## config.mk

```make
export PLATFORM = sky130hd
export DESIGN_NAME = hit_event_fifo_flat
export DESIGN_NICKNAME = d
export VERILOG_FILES = /design/src/rtl/hit_event_fifo_if.sv /design/src/rtl/hit_event_fifo.sv /design/src/flat_wrapper.sv
export SDC_FILE = /design/constraint.sdc
export NUM_CORES = 1
export LEC_CHECK = 0
export CAP_MARGIN = 20
export CORE_MARGIN = 2
export CORE_UTILIZATION = 50
export DETAILED_ROUTE_END_ITERATION = 6
export HOLD_SLACK_MARGIN = 0.15
export PLACE_DENSITY = 0.8
export SYNTH_ARGS = -nofsm -noshare
export SYNTH_HDL_FRONTEND = slang
export SYNTH_SLANG_ARGS = --single-unit
```

## constraint.sdc

```tcl
create_clock -name sys_clk -period 3.9 [get_ports sys_clk]
set_input_delay 0.78 -clock sys_clk [delete_from_list [all_inputs] [get_ports sys_clk]]
set_output_delay 0.78 -clock sys_clk [all_outputs]
set_load 0.01 [all_outputs]
```

## src/rtl/hit_event_fifo_if.sv

```systemverilog
// SPI link between the hit event FIFO (slave) and the readout MCU (master).
// Mode 0 (CPOL=0, CPHA=0), chip select active-low, MSB first.
interface hit_event_fifo_if;
    logic spi_cs;
    logic spi_clk;
    logic spi_miso;

    modport master (output spi_cs, output spi_clk, input spi_miso);
    modport slave  (input spi_cs, input spi_clk, output spi_miso);
endinterface

```

## src/rtl/hit_event_fifo.sv

```systemverilog
// hit_event_fifo: latches CHANNELS asynchronous hit lines over a coincidence
// window, commits each window as one event into a DEPTH-entry FIFO and serves
// the head entry to an MCU over a mode-0 SPI slave.
// Optional feature macro: HIT_TIMESTAMP_EN adds a free-running timestamp and
// a TS_WIDTH timestamp field per event (appended after Q in the SPI frame).
module hit_event_fifo #(
    parameter int CHANNELS = 24,
    parameter int DEPTH    = 8,
    parameter int WINDOW   = 64,
    parameter int TS_WIDTH = 16
) (
    input  logic                   sys_clk,
    input  logic                   rst_n,
    input  logic [CHANNELS-1:0]    S,
    hit_event_fifo_if.slave        spi,
    output logic                   trigger,
    output logic                   trigger_led,
    output logic [$clog2(DEPTH):0] fifo_count,
    output logic                   overflow
);
    localparam int AW = $clog2(DEPTH);
    localparam int CW = AW + 1;
`ifdef HIT_TIMESTAMP_EN
    localparam int TS_FIELD_W = TS_WIDTH;
`else
    // No timestamp field in this build; the width collapses to zero.
    localparam int TS_FIELD_W = 0 * TS_WIDTH;
`endif
    localparam int ENTRY_W = CHANNELS + TS_FIELD_W;
    localparam int FRAME_W = 8 + ENTRY_W;
    localparam int BCW     = $clog2(FRAME_W + 1);

    localparam logic [15:0]    WIN_LOAD  = 16'(WINDOW - 1);
    localparam logic [AW-1:0]  PTR_ONE   = AW'(1);
    localparam logic [CW-1:0]  CNT_ONE   = CW'(1);
    localparam logic [CW-1:0]  CNT_FULL  = CW'(DEPTH);
    localparam logic [BCW-1:0] FRAME_LEN = BCW'(FRAME_W);
    localparam logic [BCW-1:0] BIT_ONE   = BCW'(1);

    typedef enum logic [1:0] {
        ST_IDLE   = 2'd0,
        ST_WINDOW = 2'd1,
        ST_COMMIT = 2'd2
    } state_t;

    // synchronizer stages and previous values
    logic [CHANNELS-1:0] s_sync1_r, s_sync2_r;
    logic cs_sync1_r, cs_sync2_r, cs_prev_r;
    logic clk_sync1_r, clk_sync2_r, clk_prev_r;

    // capture FSM
    state_t              state_r;
    logic [CHANNELS-1:0] q_r;
    logic [15:0]         win_cnt_r;
    logic                trigger_r;

    // FIFO
    logic [ENTRY_W-1:0] mem_r [DEPTH];
    logic [AW-1:0]      wr_ptr_r, rd_ptr_r;
    logic [CW-1:0]      count_r, count_nxt_s;
    logic               overflow_r, trigger_led_r;

    // SPI
    logic [FRAME_W-1:0] sr_r, frame_s;
    logic [BCW-1:0]     bit_cnt_r;
    logic               miso_r, hdr_valid_r, hdr_ov_r;

    logic hit_any_s, cs_fall_s, cs_rise_s, clk_rise_s, clk_fall_s;
    logic push_s, drop_s, pop_s, valid_s;
    logic [ENTRY_W-1:0] entry_in_s, head_s;
    logic [5:0]         count_sat_s;

    assign hit_any_s  = |s_sync2_r;
    assign cs_fall_s  = cs_prev_r & ~cs_sync2_r;
    assign cs_rise_s  = ~cs_prev_r & cs_sync2_r;
    // SPI clock edges only count while the slave is selected
    assign clk_rise_s = ~clk_prev_r & clk_sync2_r & ~cs_sync2_r;
    assign clk_fall_s = clk_prev_r & ~clk_sync2_r & ~cs_sync2_r;

    assign valid_s = (count_r != {CW{1'b0}});
    assign push_s  = (state_r == ST_COMMIT) && (count_r != CNT_FULL);
    assign drop_s  = (state_r == ST_COMMIT) && (count_r == CNT_FULL);
    // hdr_valid_r guarantees a pop never hits an empty FIFO
    assign pop_s   = cs_rise_s && (bit_cnt_r == FRAME_LEN) && hdr_valid_r;

    assign trigger     = trigger_r;
    assign trigger_led = trigger_led_r;
    assign fifo_count  = count_r;
    assign overflow    = overflow_r;
    assign spi.spi_miso = miso_r;

    // Two-flop synchronizers for hit lines and the SPI pins, plus previous values for edge detect
    always_ff @(posedge sys_clk) begin
        if (!rst_n) begin
            s_sync1_r   <= '0;
            s_sync2_r   <= '0;
            cs_sync1_r  <= 1'b1;
            cs_sync2_r  <= 1'b1;
            cs_prev_r   <= 1'b1;
            clk_sync1_r <= 1'b0;
            clk_sync2_r <= 1'b0;
            clk_prev_r  <= 1'b0;
        end else begin
            s_sync1_r   <= S;
            s_sync2_r   <= s_sync1_r;
            cs_sync1_r  <= spi.spi_cs;
            cs_sync2_r  <= cs_sync1_r;
            cs_prev_r   <= cs_sync2_r;
            clk_sync1_r <= spi.spi_clk;
            clk_sync2_r <= clk_sync1_r;
            clk_prev_r  <= clk_sync2_r;
        end
    end

    // Coincidence capture FSM; COMMIT re-arms immediately so no hit is lost across it
    always_ff @(posedge sys_clk) begin
        if (!rst_n) begin
            state_r   <= ST_IDLE;
            q_r       <= '0;
            win_cnt_r <= 16'd0;
            trigger_r <= 1'b0;
        end else begin
            case (state_r)
                ST_IDLE: begin
                    if (hit_any_s) begin
                        q_r       <= s_sync2_r;
                        win_cnt_r <= WIN_LOAD;
                        state_r   <= ST_WINDOW;
                        trigger_r <= 1'b1;
                    end else begin
                        trigger_r <= 1'b0;
                    end
                end
                ST_WINDOW: begin
                    q_r       <= q_r | s_sync2_r;
                    trigger_r <= 1'b1;
                    if (win_cnt_r == 16'd0) begin
                        state_r <= ST_COMMIT;
                    end else begin
                        win_cnt_r <= win_cnt_r - 16'd1;
                    end
                end
                ST_COMMIT: begin
                    q_r <= s_sync2_r;
                    if (hit_any_s) begin
                        win_cnt_r <= WIN_LOAD;
                        state_r   <= ST_WINDOW;
                        trigger_r <= 1'b1;
                    end else begin
                        state_r   <= ST_IDLE;
                        trigger_r <= 1'b0;
                    end
                end
                default: begin
                    state_r   <= ST_IDLE;
                    q_r       <= '0;
                    trigger_r <= 1'b0;
                end
            endcase
        end
    end

`ifdef HIT_TIMESTAMP_EN
    logic [TS_WIDTH-1:0] ts_r, ts_cap_r;

    // Free-running timestamp, sampled whenever a new window opens
    always_ff @(posedge sys_clk) begin
        if (!rst_n) begin
            ts_r     <= '0;
            ts_cap_r <= '0;
        end else begin
            ts_r <= ts_r + TS_WIDTH'(1);
            if (((state_r == ST_IDLE) || (state_r == ST_COMMIT)) && hit_any_s) begin
                ts_cap_r <= ts_r;
            end
        end
    end

    assign entry_in_s = {ts_cap_r, q_r};
`else
    assign entry_in_s = q_r;
`endif

    // FIFO storage array (no reset needed: only entries below count_r are ever read out)
    always_ff @(posedge sys_clk) begin
        if (push_s) begin
            mem_r[wr_ptr_r] <= entry_in_s;
        end
    end

    // Next occupancy: simultaneous push and pop leave the count unchanged
    always_comb begin
        count_nxt_s = count_r;
        if (push_s && !pop_s) begin
            count_nxt_s = count_r + CNT_ONE;
        end else if (pop_s && !push_s) begin
            count_nxt_s = count_r - CNT_ONE;
        end else begin
            count_nxt_s = count_r;
        end
    end

    // FIFO pointers, occupancy, sticky overflow (a drop beats a clear) and status LED
    always_ff @(posedge sys_clk) begin
        if (!rst_n) begin
            wr_ptr_r      <= '0;
            rd_ptr_r      <= '0;
            count_r       <= '0;
            overflow_r    <= 1'b0;
            trigger_led_r <= 1'b0;
        end else begin
            if (push_s) begin
                wr_ptr_r <= wr_ptr_r + PTR_ONE;
            end
            if (pop_s) begin
                rd_ptr_r <= rd_ptr_r + PTR_ONE;
            end
            count_r       <= count_nxt_s;
            trigger_led_r <= (count_nxt_s != {CW{1'b0}});
            if (drop_s) begin
                overflow_r <= 1'b1;
            end else if (pop_s && hdr_ov_r) begin
                overflow_r <= 1'b0;
            end
        end
    end

    // Frame assembly: header {valid, overflow, count sat 63}, Q, then timestamp
    always_comb begin
        head_s      = valid_s ? mem_r[rd_ptr_r] : {ENTRY_W{1'b0}};
        count_sat_s = (7'(count_r) > 7'd63) ? 6'd63 : 6'(count_r);
`ifdef HIT_TIMESTAMP_EN
        frame_s = {valid_s, overflow_r, count_sat_s,
                   head_s[CHANNELS-1:0], head_s[ENTRY_W-1:CHANNELS]};
`else
        frame_s = {valid_s, overflow_r, count_sat_s, head_s};
`endif
    end

    // SPI slave shifter: load on CS fall, count on SCK rise, shift out on SCK fall
    always_ff @(posedge sys_clk) begin
        if (!rst_n) begin
            sr_r        <= '0;
            bit_cnt_r   <= '0;
            miso_r      <= 1'b0;
            hdr_valid_r <= 1'b0;
            hdr_ov_r    <= 1'b0;
        end else if (cs_fall_s) begin
            sr_r        <= frame_s;
            bit_cnt_r   <= '0;
            miso_r      <= frame_s[FRAME_W-1];
            hdr_valid_r <= frame_s[FRAME_W-1];
            hdr_ov_r    <= frame_s[FRAME_W-2];
        end else if (cs_rise_s) begin
            miso_r      <= 1'b0;
            hdr_valid_r <= 1'b0;
        end else if (clk_rise_s) begin
            if (bit_cnt_r != FRAME_LEN) begin
                bit_cnt_r <= bit_cnt_r + BIT_ONE;
            end
        end else if (clk_fall_s) begin
            if (bit_cnt_r < FRAME_LEN) begin
                sr_r   <= sr_r << 1;
                miso_r <= sr_r[FRAME_W-2];
            end else begin
                miso_r <= 1'b0;
            end
        end
    end
endmodule

```

## src/flat_wrapper.sv

```systemverilog
// flat-port wrapper written by rule: the top's interface ports become plain ports
module hit_event_fifo_flat 
#(
    parameter int CHANNELS = 24,
    parameter int DEPTH    = 8,
    parameter int WINDOW   = 64,
    parameter int TS_WIDTH = 16
)
  (sys_clk, rst_n, S, trigger, trigger_led, fifo_count, overflow, spi_spi_cs, spi_spi_clk, spi_spi_miso);
  hit_event_fifo_if spi_i ();
  input  logic sys_clk;
  input  logic rst_n;
  input  logic [CHANNELS-1:0] S;
  output logic trigger;
  output logic trigger_led;
  output logic [$clog2(DEPTH):0] fifo_count;
  output logic overflow;
  input wire logic [$bits(spi_i.spi_cs)-1:0] spi_spi_cs;
  input wire logic [$bits(spi_i.spi_clk)-1:0] spi_spi_clk;
  output wire logic [$bits(spi_i.spi_miso)-1:0] spi_spi_miso;
  assign spi_i.spi_cs = spi_spi_cs;
  assign spi_i.spi_clk = spi_spi_clk;
  assign spi_spi_miso = spi_i.spi_miso;
  hit_event_fifo #(.CHANNELS(CHANNELS), .DEPTH(DEPTH), .WINDOW(WINDOW), .TS_WIDTH(TS_WIDTH)) u_core (.sys_clk(sys_clk), .rst_n(rst_n), .S(S), .spi(spi_i), .trigger(trigger), .trigger_led(trigger_led), .fifo_count(fifo_count), .overflow(overflow));
endmodule
```

==> reports/qor.csv <==
stage,metric,value,unit
layout,Filler Cells Inserted,1908,
cts,CTS tree,built,
power,pwr/cell area,505,mW/mm2
logic_synthesis,"EDFF count, synth",192,
critical_path,worst setup path startpoint,u_core.s_sync2_r[13]$_SDFF_PN0_,
logic_synthesis,complex-gate fraction of the synthesized area,7.28,%
hold_path,Worst Hold Class,flop to flop,
sta,Worst-Margin Slew,0.986,ns
die,num ports,36,
hold_path,hold path start,u_core.cs_sync1_r$_SDFF_PN1_,
cts,clk sink count,344,
route,router iterations before antenna repair,5,
power,sw power,1550,uW
logic_synthesis,Adder-Cell Fraction of Synth Area,1.03,%
layout,Final nets,1004,
route,routed wire length,25800,um
logic_synthesis,XOR/XNOR share of the synthesized area,1.20,%
route,DR iter-0 viols,646,
logic_synthesis,syn nets,970,
sta,TNS Setup,0,ns
power,Pleak,0.00498,uW
layout,Area Overhead vs Synth,14.5,%
layout,"commonest non-fill, non-tap cell in the layout",edfxtp_1,
logic_synthesis,post-synthesis simple-gate area fraction,10.3,%
placement,Post-DP HPWL,15200,um
grt,GRT Util Overall,19.0,%
die,Die Span Y,166,um
die,Die X,166,um
power,sequential group share of total power,52.1,%
cts,CTS buffer count,34,
critical_path,Critical R2R Launch,u_core.s_sync2_r[13]$_SDFF_PN0_,
critical_path,Crit-path slowest cell,o21bai_2,
cts,Post-CTS Resized,0,
cts,total number of H-tree levels,2,
sta,# setup viols final,0,
grt,total gr overflow,0,
critical_path,"Critical Path, Cell by Cell","nor4_1, nand4_1, o21bai_2, buf_4, a21oi_1, a211oi_1",
grt,pin count of the biggest net entering global routing,65,
die,# rows,59,
cts,Post-CTS Repair Setup Buffers,0,
route,post-DR vias/cell,5.80,
layout,layout cells sized above 1,14.5,%
die,DIE AREA,0.0275,mm2
sta,final hold vios,0,
sta,Tcrit/Tclk final,63.0,%
placement,Placer Congestion,0.795,
grt,initial antenna violation count,0,
cts,Clock Latency Late Sink,0.51,ns
power,VDD IR max,0.000412,V
power,Tot Pwr,7570,uW
power,total internal power,6020,uW
sta,post-route minimum period,2.46,ns
route,wire per inst,19.4,um
route,Residual DRC,0,
power,Clock Power Share,44.2,%
logic_synthesis,multiplexer area fraction after synthesis,10.8,%
layout,"commonest non-fill, non-tap cells in the layout","edfxtp_1, dfxtp_1, a21oi_1",
power,Sw Ratio,20.5,%
placement,Port-buffer cells,35,
die,starting density of the core,50.6,%
sta,Highest Clock Rate,407,MHz
logic_synthesis,Yosys reg bits,344,
grt,first-pass GRT wire length,41600,um
critical_path,Crit Path Max Fanout,20,
critical_path,Worst EP required,4.31,ns
logic_synthesis,sequential area share after synthesis,67.2,%
layout,n_diodes,0,
route,vias,7696,
sta,worst relative slew slack,34.3,%
logic_synthesis,main combinational cell family by area after synthesis,multiplexers,
cts,Clock transition at path regs,0.06,ns
power,combinational share of power,3.7,%
logic_synthesis,Syn Std Cell Area,0.0131,mm2
cts,"Hold-fix buffers, CTS",0,
die,Core Footprint,0.0259,mm2
critical_path,Critical Path Start Type,flop,
sta,skew final,0.00884,ns
critical_path,data arrival time of the critical path,2.87,ns
logic_synthesis,yosys warns,0,
logic_synthesis,Mean Syn Cell Area,14.1,um2
flow_run,max-cap viol count,0,
critical_path,critical path's largest stage delay,0.75,ns
route,post-route ant nets,0,
run_status,outcome,completed,
logic_synthesis,synthesized instance count,932,
logic_synthesis,ys async rst share,0,%
critical_path,Worst setup EP type,flop,
cts,Clock Path Buffers,3,
logic_synthesis,Yosys cell types,58,
cts,CTS root buffer,clkbuf_16,
logic_synthesis,top_reg_cell synth,edfxtp_1,
sta,Final Slew Violations,0,
grt,number of global-route vias before repair,7710,
critical_path,crit path kind,flop to flop,
sta,RSZ-0062 raised after global routing,no,
## path summary, 6_finish.rpt
kind	end	slack [ns]	cells after the start
setup / recovery	u_core.entry_in_s[19]$_SDFFE_PN0P_	1.44	6
hold / removal	u_core.cs_sync2_r$_SDFF_PN1_	0.43	1
setup reg to reg	u_core.entry_in_s[19]$_SDFFE_PN0P_	1.44	6
hold reg to reg	u_core.cs_sync2_r$_SDFF_PN1_	0.43	1
## worst max-delay path, delay by kind of cell (launching register included)
family,cells,cell delay (ns)
compound gates,3,1.09
simple gates,2,0.61
flops,1,0.34
buf+inv,1,0.31
## power groups by stage
stage | sequential (uW) | combinational [uW] | clock (uW)
5_1_grt | 3950 | 315 | 3540
4_1_cts | 3950 | 281 | 3400
3_3_place_gp | 4020 | 271 | 0
6_report | 3950 | 280 | 3340
2_1_floorplan | 4000 | 196 | 0
3_5_place_dp | 4020 | 278 | 0
## cells in the mapped netlist (2+ instances only)
master,number,area [um2]
edfxtp_1,192,5770
dfxtp_1,152,3040
a21oi_1,83,415
nor2_1,73,274
and2_1,53,332
mux4_2,48,1080
clkbuf_1,38,143
nand2b_1,35,219
mux2i_1,34,340
o21ai_0,30,150
nand2_1,29,109
a211oi_1,25,188
nor3_1,15,75.1
inv_1,13,48.8
xor2_1,13,114
ha_1,10,125
buf_2,9,45.0
nor4_1,9,56.3
nand4_1,7,43.8
nand3_1,6,30.0
a221oi_1,5,43.8
xnor2_1,5,43.8
and3_1,3,18.8
buf_1,3,11.3
buf_4,3,22.5
nor2b_1,3,18.8
nor3_2,2,20.0
o21a_1,2,15.0
o21bai_1,2,15.0
or4_1,2,15.0
## final cells by class
class	count	area, um2	share of cell area, %
clock buffer	48	1050	7.00
clock inverter	14	119	0.792
inverter	14	52.6	0.350
multi-input combinational	521	4080	27.2
sequential	344	8810	58.7
tap	335	419	2.79
timing repair buffer	51	473	3.15
## state kept, by name, indices dropped and copies added (netlist names), 2 cells and up, named ones only
signal and count:
u_core.bit_cnt_r 6, u_core.entry_in_s 24, u_core.fifo_count 4, u_core.state_r 2, u_core.wr_ptr_r 3, u_core.rd_ptr_r 3, u_core.sr_r 31, u_core.s_sync2_r 24
u_core.win_cnt_r 16, u_core.s_sync1_r 24, u_core.mem_r 192
## per-stage QoR
step | utilization [%] | instances | area (um2) | setup slack (ns) | hold slack, ns
3_3_place_gp | 53.3 | 1264 | 13800 | 1.53 | 0.409
2_1_floorplan | - | 932 | 13100 | 0.542 | 0.386
4_1_cts | 57.9 | 1327 | 15000 | 1.46 | 0.432
6_report | 57.9 | 1327 | 15000 | 1.44 | 0.429
3_5_place_dp | 53.4 | 1265 | 13800 | 1.51 | 0.418
5_1_grt | 57.9 | 1327 | 15000 | 1.12 | 0.449
## layer usage
metal | wire length (um) | GRT usage (%) | vias to the layer above
met3 | 1570 | 3.36 | 58
li1 | - | - | 3527
met5 | 0 | 0 | -
met4 | 680 | 6.20 | 0
met1 | 11000 | 25.4 | 3826
met2 | 12600 | 31.7 | 285
## kinds of logic after synthesis
logic type / count (synthesis)
AO/OA/AOI/OAI: 160
XOR/XNOR: 18
adder cells (fa/ha/maj): 11
buffers and inverters: 67
flip-flops: 344
multiplexers: 82
AND/OR/NAND/NOR: 250
(Power assumes the default switching activity.)
